File: src/rtl/apu_issue_tracker_pkg.sv
// apu_issue_tracker_pkg: shared widths, tag and request types for the APU issue/return tracker
package apu_issue_tracker_pkg;
    localparam int NARGS = 3;
    localparam int WOP = 6;
    localparam int NDSFLAGS = 15;
    localparam int NUSFLAGS = 5;
    localparam int RAW = 6;
    localparam int APU_TRACK_DEPTH = 4;
    typedef logic [RAW-1:0] apu_tag_t;
    typedef struct packed {
        logic [WOP-1:0] op;
        logic [NARGS*32-1:0] operands;
        logic [NDSFLAGS-1:0] flags;
    } apu_req_t;
endpackage

File: src/rtl/apu_issue_tracker_tag_fifo.sv
// apu_tag_fifo: in-order destination-tag FIFO exposing every entry and its valid bit for hazard checks
module apu_tag_fifo
    import apu_issue_tracker_pkg::*;
#(
    parameter int DEPTH = APU_TRACK_DEPTH
) (
    input  logic                       clk,
    input  logic                       rst,
    input  logic                       push,
    input  apu_tag_t                   push_tag,
    input  logic                       pop,
    output apu_tag_t                   head,
    output logic                       full,
    output logic                       empty,
    output logic [$clog2(DEPTH):0]     cnt,
    output apu_tag_t [DEPTH-1:0]       entries,
    output logic [DEPTH-1:0]           valid
);
    localparam int PW = $clog2(DEPTH);
    logic [PW-1:0] rd_ptr, wr_ptr;
    apu_tag_t mem [DEPTH];
    always_ff @(posedge clk) begin
        if (rst) begin
            rd_ptr <= '0;
            wr_ptr <= '0;
            cnt <= '0;
        end else begin
            wr_ptr <= push ? wr_ptr + 1'b1 : wr_ptr;
            rd_ptr <= pop ? rd_ptr + 1'b1 : rd_ptr;
            cnt <= cnt + (PW+1)'(push) - (PW+1)'(pop);
        end
    end
    always_ff @(posedge clk) begin
        if (push) mem[wr_ptr] <= push_tag;
    end
    // An op granted and returned in the same cycle while empty reads straight from the push side
    assign head = empty ? push_tag : mem[rd_ptr];
    assign full = cnt == (PW+1)'(DEPTH);
    assign empty = cnt == '0;
    for (genvar i = 0; i < DEPTH; i++) begin : g_ent
        assign entries[i] = mem[i];
        assign valid[i] = {1'b0, PW'(i) - rd_ptr} < cnt;
    end
endmodule

File: src/rtl/apu_issue_tracker.sv
// apu_issue_tracker: registers EX ops onto the APU req/gnt port, tracks in-flight destinations, routes results to writeback
module apu_issue_tracker
    import apu_issue_tracker_pkg::*;
#(
    parameter int DEPTH = APU_TRACK_DEPTH
) (
    input  logic                    clk,
    input  logic                    rst,
    input  logic                    ex_valid_i,
    output logic                    ex_ready_o,
    input  logic [WOP-1:0]          ex_op_i,
    input  logic [NARGS*32-1:0]     ex_operands_i,
    input  logic [NDSFLAGS-1:0]     ex_flags_i,
    input  logic [RAW-1:0]          ex_waddr_i,
    input  logic [NARGS*RAW-1:0]    ex_raddr_i,
    input  logic [NARGS-1:0]        ex_rvalid_i,
    output logic                    hz_stall_o,
    output logic                    apu_req_o,
    input  logic                    apu_gnt_i,
    output logic [WOP-1:0]          apu_op_o,
    output logic [NARGS*32-1:0]     apu_operands_o,
    output logic [NDSFLAGS-1:0]     apu_flags_o,
    input  logic                    apu_rvalid_i,
    input  logic [31:0]             apu_result_i,
    input  logic [NUSFLAGS-1:0]     apu_rflags_i,
    output logic                    wb_valid_o,
    output logic [RAW-1:0]          wb_waddr_o,
    output logic [31:0]             wb_result_o,
    output logic [NUSFLAGS-1:0]     wb_rflags_o,
    output logic                    busy_o,
    output logic                    err_o
);
    localparam int CW = $clog2(DEPTH) + 1;
    logic req_pend, push, pop, full, empty, hit, accept;
    apu_req_t req_q;
    apu_tag_t req_waddr, head;
    logic [CW-1:0] cnt;
    apu_tag_t [DEPTH-1:0] entries;
    logic [DEPTH-1:0] valid;
    logic [(NARGS+1)*RAW-1:0] srcs;
    logic [NARGS:0] src_en;

    apu_tag_fifo #(.DEPTH(DEPTH)) u_fifo (
        .clk(clk), .rst(rst), .push(push), .push_tag(req_waddr), .pop(pop), .head(head),
        .full(full), .empty(empty), .cnt(cnt), .entries(entries), .valid(valid)
    );

    // Destination is checked too (WAW); sources only where the register is actually read
    assign srcs = {ex_waddr_i, ex_raddr_i};
    assign src_en = {1'b1, ex_rvalid_i};
    always_comb begin
        hit = 1'b0;
        for (int k = 0; k <= NARGS; k++) begin
            for (int e = 0; e < DEPTH; e++)
                hit = hit | (src_en[k] && srcs[k*RAW +: RAW] != '0 && valid[e] && srcs[k*RAW +: RAW] == entries[e]);
            hit = hit | (src_en[k] && srcs[k*RAW +: RAW] != '0 && req_pend && srcs[k*RAW +: RAW] == req_waddr);
        end
    end
    assign hz_stall_o = ex_valid_i && hit;
    // Room exists when in-flight plus pending stays below DEPTH; same-cycle pops are not credited
    assign ex_ready_o = (!req_pend || apu_gnt_i) && !full && !(req_pend && cnt == CW'(DEPTH-1)) && !hz_stall_o;
    assign accept = ex_valid_i && ex_ready_o;
    assign push = req_pend && apu_gnt_i;
    assign pop = apu_rvalid_i && (!empty || push);

    always_ff @(posedge clk) begin
        if (rst) begin
            req_pend <= 1'b0;
            req_q <= '0;
            req_waddr <= '0;
        end else begin
            req_pend <= accept || (req_pend && !apu_gnt_i);
            if (accept) begin
                req_q <= '{op: ex_op_i, operands: ex_operands_i, flags: ex_flags_i};
                req_waddr <= ex_waddr_i;
            end
        end
    end
    assign apu_req_o = req_pend;
    assign apu_op_o = req_q.op;
    assign apu_operands_o = req_q.operands;
    assign apu_flags_o = req_q.flags;

    always_ff @(posedge clk) begin
        if (rst) begin
            wb_valid_o <= 1'b0;
            wb_waddr_o <= '0;
            wb_result_o <= '0;
            wb_rflags_o <= '0;
            err_o <= 1'b0;
        end else begin
            wb_valid_o <= pop;
            if (pop) begin
                wb_waddr_o <= head;
                wb_result_o <= apu_result_i;
                wb_rflags_o <= apu_rflags_i;
            end
            err_o <= err_o | (apu_rvalid_i && !pop);
        end
    end
    assign busy_o = req_pend || !empty;
endmodule

File: config.mk
export PLATFORM = sky130hd
export DESIGN_NAME = apu_issue_tracker
export DESIGN_NICKNAME = d
export VERILOG_FILES = /design/src/rtl/apu_issue_tracker_pkg.sv /design/src/rtl/apu_issue_tracker_tag_fifo.sv /design/src/rtl/apu_issue_tracker.sv
export SDC_FILE = /design/constraint.sdc
export NUM_CORES = 1
export LEC_CHECK = 0
export ABC_AREA = 1
export CORE_ASPECT_RATIO = 1.4
export CORE_MARGIN = 3
export CORE_UTILIZATION = 42
export DETAILED_ROUTE_END_ITERATION = 7
export PLACE_DENSITY = 0.83
export RECOVER_POWER = 100
export SLEW_MARGIN = 10
export SYNTH_ARGS = -nofsm -noshare
export SYNTH_HDL_FRONTEND = slang
export SYNTH_SLANG_ARGS = --single-unit
export TNS_END_PERCENT = 1
File: constraint.sdc
create_clock -name clk -period 2.2 [get_ports clk]
set_input_delay 0.33 -clock clk [delete_from_list [all_inputs] [get_ports clk]]
set_output_delay 0.33 -clock clk [all_outputs]
set_load 0.03 [all_outputs]
; Yosys cells after proc, flatten, opt, wreduce, memory -nomap -nowiden
; Memory sizes are Yosys's and may differ from the RTL's. A register that Yosys moved wholly into a read port is not among the register bits.
; Cells that the tools add are included.
[totals]
register_bits = 176
latch_bits = 0
mem_bits_rw = 24
mem_bits_ro = 0
in_bits = 186
out_inout_bits = 166
elab_cells = 142
mem_count = 1
[op_classes]
n_addsub = 8
mul = 0
div = 0
order_cmp = 4
n_eq_ne = 22
n_shift = 0
n_mux = 5
bitwise = 20
n_reduce_logical = 69
[memory_table]
columns = name, words, word_bits, read_ports, rd_ports_with_merged_regs, wr, line
row1 = u_fifo.mem, 4, 6, 5, 1, 1, apu_issue_tracker_tag_fifo.sv:21  ; apu_tag_t mem [DEPTH];
[ops]
columns = cell, count
row1 = 6-bit equality test, 20
row2 = 1-bit logical AND, 53
row3 = 6-bit nonzero test, 4
row4 = 1-bit OR, 20
row5 = 2-bit by 3-bit < comparator with 1-bit output, 4
row6 = 1-bit logical NOT, 7
row7 = 6-bit 2-to-1 mux, 1
row8 = 2-bit by 1-bit adder with 2-bit output (second input constant), 2
row9 = 1-bit logical OR, 4
row10 = 2-bit 2-to-1 mux, 2
row11 = 1-bit by 2-bit subtractor with 2-bit output (first input constant), 2
row12 = 2-bit subtractor (first input constant), 2
row13 = 3-bit by 1-bit adder with 3-bit output, 1
row14 = 3-bit by 2-bit equality test with 1-bit output (second input constant), 1
row15 = 3-bit equality test (second input constant), 1
row16 = 3-bit logical NOT, 1
row17 = 3-bit by 1-bit subtractor with 3-bit output, 1
row18 = 1-bit 2-to-1 mux, 2

; Longest topological paths before layout
[logic_depth]
depth_word = 28
mapped_depth = 19
mapped_depth_nobuf = 17

; Modules after synthesis
; Synthesis repeated with hierarchy kept, for this count alone.
[hier_totals]
cells_unflattened = 1627
area_unflattened_um2 = 10287.4
[modules_own_cells]
columns = mod, n_inst, cells_each, area_per_inst_um2, seq_area_each_um2
row1 = apu_issue_tracker, 1, 1442, 8643.3, 3383.2
row2 = apu_tag_fifo, 1, 185, 1644.1, 900.9

; Worst setup path before layout
; Ideal clock, no wire load.
[synth_timing]
kind = register to output
startpoint = reg u_fifo.rd_ptr[0]
endpoint = out ex_ready_o
arrival_time_ns = 2.543
t_required_ns = 1.870
path_slack_ns = -0.673
stages_incl_launch_ff = 16
path_buffers = 0
cell_sequence = dfxtp_1 -> xor2_1 -> inv_1 -> ha_1 -> inv_1 -> nor2_1 -> nand2_1 -> nand2_1 -> nor2_1 -> nand3_1 -> nand2_1 -> nor2_1 -> nand2_1 -> nor2_2 -> a21boi_0 -> nor2_1
[synth_between]
elab_chain_cells = 26
elab_cells_between_ends = 62
cone_classes = add/sub: 4 / order compare: 4 / bitwise: 19 / reduce/logical: 35
[synth_lines]
columns = item, line
row1 = "start, declared", apu_issue_tracker_tag_fifo.sv:20  ; logic [PW-1:0] rd_ptr, wr_ptr;
row2 = "start signal, assigned", apu_issue_tracker_tag_fifo.sv:29  ; rd_ptr <= pop ? rd_ptr + 1'b1 : rd_ptr;
row3 = 1-bit by 2-bit subtractor with 2-bit output, apu_issue_tracker_tag_fifo.sv:42  ; assign valid[i] = {1'b0, PW'(i) - rd_ptr} < cnt;
row4 = 2-bit by 3-bit < comparator with 1-bit output, apu_issue_tracker_tag_fifo.sv:42
row5 = 1-bit logical AND (2 in series), apu_issue_tracker.sv:55  ; hit = hit | (src_en[k] && srcs[k*RAW +: RAW] != '0 && valid[e] && srcs[k*RAW +: RAW] == entries[e]);
row6 = 1-bit OR (3 in series), apu_issue_tracker.sv:55
row7 = 1-bit OR, apu_issue_tracker.sv:56  ; hit = hit | (src_en[k] && srcs[k*RAW +: RAW] != '0 && req_pend && srcs[k*RAW +: RAW] == req_waddr);
row8 = 1-bit OR (4 in series), apu_issue_tracker.sv:55
row9 = 1-bit OR, apu_issue_tracker.sv:56
row10 = 1-bit OR (4 in series), apu_issue_tracker.sv:55
row11 = 1-bit OR, apu_issue_tracker.sv:56
row12 = 1-bit OR (3 in series), apu_issue_tracker.sv:55
row13 = 1-bit OR *, apu_issue_tracker.sv:55
row14 = 1-bit OR *, apu_issue_tracker.sv:56
row15 = 1-bit logical AND *, apu_issue_tracker.sv:59  ; assign hz_stall_o = ex_valid_i && hit;
row16 = named net hz_stall_o, apu_issue_tracker.sv:17  ; output logic hz_stall_o,
row17 = 1-bit logical NOT *, apu_issue_tracker.sv:61  ; assign ex_ready_o = (!req_pend || apu_gnt_i) && !full && !(req_pend && cnt == CW'(DEPTH-1)) && !hz_stall_o;
row18 = 1-bit logical AND *, apu_issue_tracker.sv:61
row19 = "end, declared", apu_issue_tracker.sv:10  ; output logic ex_ready_o,
; Mark *: on every way through the listed nets, which the timed path passes. The rest lies on a longest branch.

; Worst setup path after layout
[layout_timing]
startpoint = reg u_fifo.rd_ptr[1]
endpoint = out ex_ready_o
[layout_between]
elab_chain_cells = 26
elab_cells_between_ends = 62
cone_classes = add/sub: 4 / order compare: 4 / bitwise: 19 / reduce/logical: 35
[layout_lines]
columns = item, line
row1 = 1-bit by 2-bit subtractor with 2-bit output, apu_issue_tracker_tag_fifo.sv:42
row2 = 2-bit by 3-bit < comparator with 1-bit output, apu_issue_tracker_tag_fifo.sv:42
row3 = 1-bit logical AND (2 in series), apu_issue_tracker.sv:55
row4 = 1-bit OR (3 in series), apu_issue_tracker.sv:55
row5 = 1-bit OR, apu_issue_tracker.sv:56
row6 = 1-bit OR (4 in series), apu_issue_tracker.sv:55
row7 = 1-bit OR, apu_issue_tracker.sv:56
row8 = 1-bit OR (4 in series), apu_issue_tracker.sv:55
row9 = 1-bit OR, apu_issue_tracker.sv:56
row10 = 1-bit OR (3 in series), apu_issue_tracker.sv:55
row11 = 1-bit OR *, apu_issue_tracker.sv:55
row12 = 1-bit OR *, apu_issue_tracker.sv:56
row13 = 1-bit logical AND *, apu_issue_tracker.sv:59
row14 = 1-bit logical NOT *, apu_issue_tracker.sv:61
row15 = 1-bit logical AND *, apu_issue_tracker.sv:61
; Every way passes the cells marked *; elsewhere a longest branch is shown, timed or not.

==> impl_metrics.env <==
export IMPL_synth_xor_area_share_pct=5.33
export IMPL_fmax_mhz=336
export IMPL_gp_congestion=0.957
export IMPL_die_y_um=190
export IMPL_viasPerCell=4.76
export IMPL_synthesis_area_mm2=0.0102
export IMPL_period_needed_ps=2980
export IMPL_hpwl_mm=27.2
export IMPL_drive_gt1_share_pct=9.74
export IMPL_drtIter0Drc=510
export IMPL_synth_seq_cells=202
export IMPL_drc=0
export IMPL_worst_setup_path_start_kind="flop"
export IMPL_avgSynthCellArea_um2=6.55
export IMPL_worstMarginPinSlew_ps=906
export IMPL_io_buffers=351
export IMPL_initial_core_util_pct=43.3
export IMPL_coreArea_mm2=0.0235
export IMPL_synth_warning_count=0
export IMPL_wl_per_cell_um=15.6
export IMPL_antenna_found_initial=1
export IMPL_fin_total_pwr_uw=17700
export IMPL_cellLeakagePower_uw=0.00728
export IMPL_grt_pass1_wl_mm=55.5
export IMPL_grt_setup_unrepaired="yes"
export IMPL_max_slew_margin_pct=39.2
export IMPL_drv_cap=0
export IMPL_synth_compound_area_share_pct=5.59
export IMPL_maxSlewViolCount=0
export IMPL_min_period_over_period_pct=135
export IMPL_finalSetupTns_ps=-48140
export IMPL_instances_no_fill=2288
export IMPL_vias=10900
export IMPL_finalHoldViolations=0
export IMPL_clockBufferDepth=3
export IMPL_cts_sinks=202
export IMPL_fillers=1957
export IMPL_synth_simple_area_share_pct=33.3
export IMPL_seq_area_frac_synth_pct=42.0
export IMPL_top_level_ports=352
export IMPL_critPathRequiredTime_ps=1870
export IMPL_grt_usage_pct=26.6
export IMPL_firstDrtPassIters=5
export IMPL_grt_pass1_vias=11100
export IMPL_overflow=0
export IMPL_cts_root_buf="clkbuf_16"
export IMPL_final_common_cell="nand2_1"
export IMPL_die_x_um=138
export IMPL_worstPathMaxFanout=4
export IMPL_powerDensity_mw_per_mm2=1140
export IMPL_grt_max_degree=83
export IMPL_end_kind="output port"
export IMPL_fin_skew_ps=17.7
export IMPL_htreeDepth=1
export IMPL_tritoncts="done"
export IMPL_clock_latency_ps=510
export IMPL_routed_wl_mm=35.6
export IMPL_dieArea_mm2=0.0262
export IMPL_setup_viol=127
export IMPL_status="finished, violations left"
export IMPL_crit_type="reg -> out"
export IMPL_rows=66
export IMPL_ir_drop_v=0.000818
export IMPL_violations="negative setup slack"
export IMPL_cts_clk_slew_worst_paths_ps=60
export IMPL_dp_slack_ps=-599
export IMPL_cts_made_buffers=22
export IMPL_fin_nets=2168
export IMPL_ys_types=34
export IMPL_synth_nets=1753
export IMPL_worstHoldPathType="in -> reg"
export IMPL_worst_slack_ps=-779
export IMPL_syn_to_final_growth_pct=52.1
export IMPL_ant_nets=0
export IMPL_crit_arrival_ps=2650
export IMPL_synth_top_family_by_area="simple AND/OR/NAND/NOR gates"
export IMPL_layout_common_cells="426 x nand2_1, 385 x nor2_1, 348 x clkdlybuf4s50_1"
export IMPL_synth_fa_ha_area_share_pct=1.42
export IMPL_placedCellCount=2252
export IMPL_holdBufCountCts=0
export IMPL_synthMuxAreaShare_pct=0.0982
export IMPL_syn_inst=1556
-- worst max-delay path, cell delays in order, from the launching register on --
cell and delay [ps]:
dfxtp_4 360, xor2_2 160, inv_1 80, ha_1 290, inv_1 40, nor2_1 80, nand2_1 70, nand2_2 110
nor2_2 60, nand3_1 80, nand2_1 60, nor2_1 130, nand2_1 100, nor2_4 110, buf_4 120, a21boi_4 60
nor2_4 110, buf_12 130
-- area by class of cell --
| cell class | count | area (um^2) | area share [%] |
|---|---|---|---|
| Inverter | 202 | 759 | 4.90 |
| Sequential cell | 202 | 4290 | 27.7 |
| Clock buffer | 34 | 668 | 4.31 |
| Multi-Input combinational cell | 1061 | 4760 | 30.7 |
| Tap cell | 306 | 383 | 2.47 |
| Antenna cell | 1 | 2.50 | 0.0161 |
| Timing Repair Buffer | 482 | 4640 | 29.9 |
-- kinds of logic (layout without fill, tap and decap cells) --
kind of cell,after synthesis,count (layout)
adders and majority gates,11,11
DFF,202,202
muxes,1,1
buffers and inverters,293,718
other,0,1
AOI/OAI and AO/OA,109,109
and+or+nand+nor,878,878
xor gates and xnor gates,62,62
-- worst paths after layout --
check | end | slack, ps | cells after the start | startpoint
worst min-delay path | apu_operands_o[78] | 400 | 3 | ex_operands_i[78]
worst max register to register | apu_operands_o[5] | -460 | 20 | u_fifo.rd_ptr[1]
worst min register to register | wb_rflags_o[1] | 480 | 2 | wb_rflags_o[1]
worst max-delay path | ex_ready_o | -780 | 17 | u_fifo.rd_ptr[1]
-- timing repair --
action / in CTS / in global routing
setup buffers: 1 / 0
gates resized for setup: 22 / 8
setup endpoints to repair: 128 / 128
pin swaps: 3 / 3
-- power by group --
| part | leakage, uW | switching, uW | internal, uW |
|---|---|---|---|
| clock network | 0.000329 | 1460 | 2060 |
| registers | 0.00170 | 585 | 4710 |
| logic | 0.00525 | 5270 | 3590 |
| total | 0.00728 | 7320 | 10400 |
-- synth_stat cells, drive strengths merged --
master | n | area, um^2
o21bai | 1 | 7.51
a21oi | 24 | 120
mux2i | 1 | 10.0
o22ai | 4 | 25.0
nand3 | 28 | 140
nand4 | 13 | 87.6
edfxtp | 24 | 721
o211ai | 1 | 7.51
clkinv | 1 | 3.75
a31oi | 5 | 31.3
nor3 | 4 | 20.0
fa | 1 | 20.0
xnor2 | 46 | 403
clkbuf | 36 | 143
nand2 | 430 | 1610
o31ai | 1 | 7.51
nand3b | 1 | 7.51
inv | 201 | 754
ha | 10 | 125
dfxtp | 178 | 3560
buf | 55 | 348
or2 | 1 | 6.26
nor2 | 401 | 1520
o21a | 1 | 7.51
o21ai | 71 | 355
a21boi | 1 | 7.51
xor2 | 16 | 140
-- metrics by stage --
step                area [um^2]  hold WS (ps)  util, %
floorplan                 10300           392        -
global placement          14800           462     62.8
detailed placement        14800           472     62.8
CTS                       15500           385     65.9
global route              15500           397     65.9
finish                    15500           404     65.9
-- sequential cells by signal, summed over array words and instances (netlist names), 5 cells and up, named ones only --
signal and cells:
wb_rflags_o 5, u_fifo.mem 24, apu_operands_o 96, apu_op_o 6, apu_flags_o 15, wb_result_o 32
wb_waddr_o 6, req_waddr 6
-- metal layers --
layer | up-vias | wire length [um] | global-route usage [%]
met5 | - | 0 | 0
met2 | 398 | 18600 | 49.8
met3 | 128 | 2560 | 6.60
met1 | 4917 | 12300 | 26.3
li1 | 5450 | - | -
met4 | 0 | 2140 | 14.4
(Power assumes the default switching activity.)
